<file path="src/rtl/conv2d_stream_if.sv">
// Pixel-in / result-out stream bundle for conv2d_stream.
// slave: the convolution engine; master: the pixel source and result sink.
interface conv2d_stream_if #(
   parameter int unsigned DATA_W = 8,
   parameter int unsigned ACC_W  = 20
) ();
   logic              pix_valid;
   logic              pix_ready;
   logic [DATA_W-1:0] pix_data;
   logic              out_valid;
   logic              out_ready;
   logic [ACC_W-1:0]  out_data;

   modport slave (
      input  pix_valid, pix_data, out_ready,
      output pix_ready, out_valid, out_data
   );

   modport master (
      output pix_valid, pix_data, out_ready,
      input  pix_ready, out_valid, out_data
   );
endinterface

</file>
<file path="src/rtl/conv2d_stream.sv">
// Streaming 3x3 valid-mode convolution over an IMG_H x IMG_W raster image.
// Two shift-register line buffers supply the upper two rows of each column;
// a two-column window register plus the incoming column forms the 3x3 patch.
// Optional macro CONV_RELU_EN: clamp negative results to zero before output.
module conv2d_stream #(
   parameter int unsigned IMG_W  = 8,
   parameter int unsigned IMG_H  = 8,
   parameter int unsigned DATA_W = 8,
   parameter int unsigned COEF_W = 8,
   parameter int unsigned ACC_W  = 20
) (
   input  logic                clk,
   input  logic                rst_n,
   input  logic                start_i,
   input  logic [9*COEF_W-1:0] kernel_i,
   output logic                busy_o,
   output logic                done_o,
   conv2d_stream_if.slave      bus
);

   localparam int unsigned ColW   = (IMG_W > 2) ? $clog2(IMG_W) : 1;
   localparam int unsigned RowW   = (IMG_H > 2) ? $clog2(IMG_H) : 1;
   localparam int unsigned SumRaw = DATA_W + COEF_W + 5;
   localparam int unsigned SumW   = (SumRaw > ACC_W) ? SumRaw : ACC_W;

   typedef enum logic [1:0] {StIdle, StRun, StDrain} state_e;

   state_e                     state_q, state_d;
   logic [ColW-1:0]            col_q;
   logic [RowW-1:0]            row_q;
   logic signed [COEF_W-1:0]   kernel_q [9];
   logic [DATA_W-1:0]          lb1_q [IMG_W];
   logic [DATA_W-1:0]          lb2_q [IMG_W];
   logic [DATA_W-1:0]          win_q [3][2];
   logic                       out_valid_q, out_valid_d;
   logic [ACC_W-1:0]           out_data_q, out_data_d;
   logic                       done_q, done_d;

   logic                       load_k, accept, last_pix, win_done;
   logic [DATA_W-1:0]          col_pix [3];
   logic [DATA_W-1:0]          tap [9];
   logic signed [SumW-1:0]     sum;
   logic [ACC_W-1:0]           res;

   assign bus.pix_ready = (state_q == StRun) && !(out_valid_q && !bus.out_ready);
   assign accept        = bus.pix_valid && bus.pix_ready;
   assign last_pix      = (row_q == RowW'(IMG_H - 1)) && (col_q == ColW'(IMG_W - 1));
   assign win_done      = accept && (row_q >= RowW'(2)) && (col_q >= ColW'(2));
   assign bus.out_valid = out_valid_q;
   assign bus.out_data  = out_data_q;
   assign busy_o        = (state_q != StIdle);
   assign done_o        = done_q;

   // Column entering the window: two rows up, one row up, current pixel.
   assign col_pix[0] = lb2_q[IMG_W-1];
   assign col_pix[1] = lb1_q[IMG_W-1];
   assign col_pix[2] = bus.pix_data;

   // State, done pulse and frame counters.
   always_ff @(posedge clk or negedge rst_n) begin
      if (!rst_n) begin
         state_q <= StIdle;
         done_q  <= 1'b0;
         col_q   <= '0;
         row_q   <= '0;
      end else begin
         state_q <= state_d;
         done_q  <= done_d;
         if (load_k) begin
            col_q <= '0;
            row_q <= '0;
         end else if (accept) begin
            if (col_q == ColW'(IMG_W - 1)) begin
               col_q <= '0;
               row_q <= row_q + RowW'(1);
            end else begin
               col_q <= col_q + ColW'(1);
            end
         end
      end
   end

   // Next state: frame start, end of pixel input, drain of the last result.
   always_comb begin
      state_d = state_q;
      done_d  = 1'b0;
      load_k  = 1'b0;
      unique case (state_q)
         StIdle: begin
            if (start_i) begin
               state_d = StRun;
               load_k  = 1'b1;
            end
         end
         StRun: begin
            if (accept && last_pix) state_d = StDrain;
         end
         StDrain: begin
            if (!out_valid_q || bus.out_ready) begin
               state_d = StIdle;
               done_d  = 1'b1;
            end
         end
         default: state_d = StIdle;
      endcase
   end

   // Kernel is captured once per frame so mid-frame kernel_i changes are ignored.
   always_ff @(posedge clk or negedge rst_n) begin
      if (!rst_n) begin
         for (int i = 0; i < 9; i++) kernel_q[i] <= '0;
      end else if (load_k) begin
         for (int i = 0; i < 9; i++) kernel_q[i] <= kernel_i[i*COEF_W +: COEF_W];
      end
   end

   // Line buffers and window shift on every accepted pixel; contents need no reset.
   always_ff @(posedge clk) begin
      if (accept) begin
         lb1_q[0] <= bus.pix_data;
         lb2_q[0] <= lb1_q[IMG_W-1];
         for (int i = 1; i < IMG_W; i++) begin
            lb1_q[i] <= lb1_q[i-1];
            lb2_q[i] <= lb2_q[i-1];
         end
         for (int r = 0; r < 3; r++) begin
            win_q[r][0] <= win_q[r][1];
            win_q[r][1] <= col_pix[r];
         end
      end
   end

   // Multiply-accumulate over the 3x3 patch; pixels zero-extended, coefficients sign-extended.
   always_comb begin
      for (int r = 0; r < 3; r++) begin
         tap[r*3]     = win_q[r][0];
         tap[r*3 + 1] = win_q[r][1];
         tap[r*3 + 2] = col_pix[r];
      end
      sum = '0;
      for (int i = 0; i < 9; i++) begin
         sum = sum + SumW'($signed({1'b0, tap[i]})) * SumW'(kernel_q[i]);
      end
      res = sum[ACC_W-1:0];
`ifdef CONV_RELU_EN
      if (res[ACC_W-1]) res = '0;
`endif
   end

   // Single output register: load on a completed window, clear when taken.
   always_comb begin
      out_valid_d = out_valid_q;
      out_data_d  = out_data_q;
      if (win_done) begin
         out_valid_d = 1'b1;
         out_data_d  = res;
      end else if (bus.out_ready) begin
         out_valid_d = 1'b0;
      end
   end

   // Output register state.
   always_ff @(posedge clk or negedge rst_n) begin
      if (!rst_n) begin
         out_valid_q <= 1'b0;
         out_data_q  <= '0;
      end else begin
         out_valid_q <= out_valid_d;
         out_data_q  <= out_data_d;
      end
   end

endmodule

</file>
<file path="src/flat_wrapper.sv">
// flat-port wrapper written by rule: the top's interface ports become plain ports
module conv2d_stream_flat 
#(
   parameter int unsigned IMG_W  = 8,
   parameter int unsigned IMG_H  = 8,
   parameter int unsigned DATA_W = 8,
   parameter int unsigned COEF_W = 8,
   parameter int unsigned ACC_W  = 20
)
  (clk, rst_n, start_i, kernel_i, busy_o, done_o, bus_pix_valid, bus_pix_data, bus_out_ready, bus_pix_ready, bus_out_valid, bus_out_data);
  conv2d_stream_if #(.DATA_W(DATA_W), .ACC_W(ACC_W)) bus_i ();
  input  logic clk;
  input  logic rst_n;
  input  logic start_i;
  input  logic [9*COEF_W-1:0] kernel_i;
  output logic busy_o;
  output logic done_o;
  input wire logic [$bits(bus_i.pix_valid)-1:0] bus_pix_valid;
  input wire logic [$bits(bus_i.pix_data)-1:0] bus_pix_data;
  input wire logic [$bits(bus_i.out_ready)-1:0] bus_out_ready;
  output wire logic [$bits(bus_i.pix_ready)-1:0] bus_pix_ready;
  output wire logic [$bits(bus_i.out_valid)-1:0] bus_out_valid;
  output wire logic [$bits(bus_i.out_data)-1:0] bus_out_data;
  assign bus_i.pix_valid = bus_pix_valid;
  assign bus_i.pix_data = bus_pix_data;
  assign bus_i.out_ready = bus_out_ready;
  assign bus_pix_ready = bus_i.pix_ready;
  assign bus_out_valid = bus_i.out_valid;
  assign bus_out_data = bus_i.out_data;
  conv2d_stream #(.IMG_W(IMG_W), .IMG_H(IMG_H), .DATA_W(DATA_W), .COEF_W(COEF_W), .ACC_W(ACC_W)) u_core (.clk(clk), .rst_n(rst_n), .start_i(start_i), .kernel_i(kernel_i), .busy_o(busy_o), .done_o(done_o), .bus(bus_i));
endmodule
</file>
<file path="config.mk">
export PLATFORM = sky130hd
export DESIGN_NAME = conv2d_stream_flat
export DESIGN_NICKNAME = d
export VERILOG_FILES = /design/src/rtl/conv2d_stream_if.sv /design/src/rtl/conv2d_stream.sv /design/src/flat_wrapper.sv
export SDC_FILE = /design/constraint.sdc
export NUM_CORES = 2
export LEC_CHECK = 0
export CORE_ASPECT_RATIO = 0.75
export CORE_MARGIN = 1.5
export CORE_UTILIZATION = 64
export CTS_CLUSTER_DIAMETER = 100
export DETAILED_ROUTE_END_ITERATION = 12
export PLACE_DENSITY = 0.93
export SLEW_MARGIN = 0
export SYNTH_ARGS = -nofsm -noshare
export SYNTH_HDL_FRONTEND = slang
export SYNTH_SLANG_ARGS = --single-unit
</file>
<file path="constraint.sdc">
create_clock -name clk -period 11 [get_ports clk]
set_clock_uncertainty 0.05 [all_clocks]
set_input_delay 2.2 -clock clk [delete_from_list [all_inputs] [get_ports clk]]
set_output_delay 2.2 -clock clk [all_outputs]
set_load 0.005 [all_outputs]
</file>
==> impl_results.md <==
- Fin nets: 4195
- CTS Buf Count: 29
- Die Span X: 261 um
- Initial core utilization: 0.652
- Max Cap Viol: 0
- Arrival time at the worst endpoint: 10.27 ns
- I/O pins: approximately 110
- CTS tree: done
- Core area: between 40000 and 50000 sq um
- Global route overflow: 0
- Crit Path Category: in2reg
- Detailed-route DRC error count: 0
- Clk pin slew, worst setup/hold paths: approximately 0.06 ns
- Async SR Flop Fraction: 0.415
- # Post-CTS Setup Buffers: 0
- Yosys reg bits: around 250
- Routed vias: roughly 23000
- Die Area: slightly above 50000 sq um
- FF-to-FF Start: u_core.lb2_q[7][6]
- Top FF cell, synth: edfxtp_1
- Synth Warn #: 0
- Post-CTS resize count: 0
- Clk_lat worst skew: just over 0.6 ns
- Final setup violation count: 0
- Crit share post-route: 0.890
- CP startpoint: bus_pix_data[5]
- Cell variety after synth: ~70
- Port Buf Inserts: approximately 110
- Global-route wire length before repair: around 130 mm
- Clock Path Buffers: 3
- Syn Nets: 4070
- Filler Cell Count: around 3300
- Worst-Margin Slew: approximately 1.3 ns
- Row count: 70
- Post-DRT Antenna Nets: 0
- Crit path capture type: register
- CP Capture Point: u_core.bus.out_data[19]
- Worst r2r dst: u_core.bus.out_data[19]
- Min Tclk post-route: about 9.8 ns
- Initial antenna violation count: 1
- Global Route Usage Sum: 0.317
- Final Hold Viols: 0
- Gpl congestion: 0.950
- Flop2flop setup slack: between 2 and 2.5 ns
- Share of layout cells above drive strength 1: 0.0468
- Vias/cell: between 5 and 6
- Slew headroom: 0.162
- Cells after Synth: a little over 3000
- Antenna diode count: 0
- Worst Setup Start Kind: input pin
- Max-slew violations: 0
- Status: complete, no violations
- Setup TNS: 0 ns
- Area Growth Syn to Fin: 8.82%
- Post-synth EDFFs: between 100 and 150
- Sink Count: 246
- CP Max Fanout: 9
- Part of the Yosys area used for sequential elements: 0.215
- Detailed Route WL: ~77 mm
- Number of global-route vias before repair: roughly 24000
- Routed WL per cell: a little under 20 um
- Post-DP HPWL: 61.1 mm
- DR pass1 iterations: 5
- R2R depth: 29
- Drt initial violations: just over 2000
- Largest net degree at the start of global routing: 90
- Mapped Area: 32000 sq um
- Hold bufs inserted after CTS: 0
- Chip height: between 150 and 200 um
- Worst EP required: 11.48 ns
- RSZ-0062 raised after global routing: false
- Fmax achieved: 102 MHz
- HP Class: reg2reg
- H-Tree Depth: 1
- Root buf cell: clkbuf_16
- Syn_area_per_cell: a little over 10 sq um
## through the flow
stage	setup WS, ns	cell area (sq um)	hold WS (ns)	instances	utilization
floorplan	1.89	32000	0.350	3118	-
global placement	0.840	33800	0.351	3860	0.690
detailed placement	0.674	33800	0.355	3860	0.690
CTS	1.29	34800	0.367	3914	0.710
global route	0.835	34800	0.372	3914	0.710
finish	1.21	34800	0.368	3914	0.710
## worst max-delay path, stage by stage
cell,delay [ns]
clkdlybuf4s50_1,0.56
and2_1,0.27
fa_1,0.55
inv_1,0.06
fa_1,0.55
fa_1,0.42
fa_1,0.49
inv_1,0.05
ha_1,0.31
o21ai_1,0.12
a21oi_1,0.12
a211oi_1,0.46
nor2_1,0.12
xor2_1,0.23
fa_1,0.48
fa_1,0.46
fa_1,0.49
inv_1,0.05
fa_1,0.48
inv_1,0.05
ha_1,0.39
nand2_1,0.14
a21oi_1,0.12
o41ai_2,0.31
o21ai_0,0.18
or4_4,0.54
o211ai_2,0.08
## area by class of cell
type	count	area [sq um]	share of cell area
Multi-Input combinational cell	2178	22500	0.646
Sequential cell	246	6880	0.198
Inverter	676	2540	0.0730
Timing Repair Buffer	112	1110	0.0318
Tap cell	648	811	0.0233
Clock buffer	32	747	0.0215
Clock inverter	22	236	0.00679
## cell usage after synthesis (14+ instances only)
cell / number / area [sq um]
a21o_1: 29 / 218
a21oi_1: 70 / 350
a31oi_1: 16 / 100
and2_1: 362 / 2260
dfrtp_1: 102 / 2550
edfxtp_1: 144 / 4320
fa_1: 454 / 9090
ha_1: 413 / 5170
inv_1: 675 / 2530
mux2_2: 70 / 788
nand2_1: 237 / 890
nand2b_1: 40 / 250
nand3_1: 31 / 155
nor2_1: 63 / 236
nor2b_1: 39 / 244
nor3_1: 32 / 160
o211ai_1: 31 / 233
o21ai_0: 33 / 165
or3_1: 14 / 87.6
xnor2_1: 38 / 333
xor2_1: 72 / 631
## registers in the layout, summed over array words and instances, names as in the netlist
register	count
u_core.lb1_q	64
u_core.lb2_q	48
u_core.col_q	3
u_core.bus.out_valid	1
u_core.state_q	2
u_core.kernel_q	72
u_core.bus.out_data	20
u_core.row_q	3
u_core.done_o	1
u_core.win_q	32
## cells by family (layout without fill, tap and decap cells)
family	after synthesis	after routing	share of synthesized area
compound gates	255	255	0.0539
xor+xnor	110	110	0.0301
fa+ha+maj	867	867	0.446
buf+inv	694	842	0.0828
flops	246	246	0.215
mux	71	71	0.0250
simple gates	875	875	0.148
## how the worst min path moves through the flow
stage                          endpoint  depth (start not counted)           startpoint
global placement     u_core.lb1_q[1][0]                          0  u_core.lb1_q[0][24]
detailed placement  u_core.lb1_q[0][31]                          0  u_core.lb1_q[0][23]
finish              u_core.lb1_q[1][23]                          0  u_core.lb1_q[1][15]
floorplan           u_core.lb1_q[0][24]                          0  u_core.lb1_q[0][16]
CTS                  u_core.lb2_q[4][5]                          0   u_core.lb2_q[3][5]
global route        u_core.lb1_q[0][27]                          0  u_core.lb1_q[0][19]
## cells in the final DEF (no fill, tap or decap), types with 31 or more instances in the layout
cell             synthesis  routed
nor2b_1                 39      39
nand2_1                237     237
xnor2_1                 38      38
ha_1                   413     413
fa_1                   454     454
and2_1                 362     362
edfxtp_1               144     144
clkdlybuf4s50_1          0     107
nor2_1                  63      62
o21ai_0                 33      33
nor3_1                  32      32
nand2b_1                40      40
nand3_1                 31      31
inv_1                  675     675
mux2_2                  70      70
o211ai_1                31      31
xor2_1                  72      72
a21oi_1                 70      70
dfrtp_1                102     102
## routing by layer
metal	track usage	vias up	part of all wire
met3	0.0809	198	0.11
met1	0.441	11400	0.41
li1	-	10200	-
met2	0.487	1041	0.45
met4	0.106	2	0.036
met5	0	-	0.00012
Power is not shown: default switching activity piles up to over one toggle a cycle in this logic, so the estimate is an artifact.
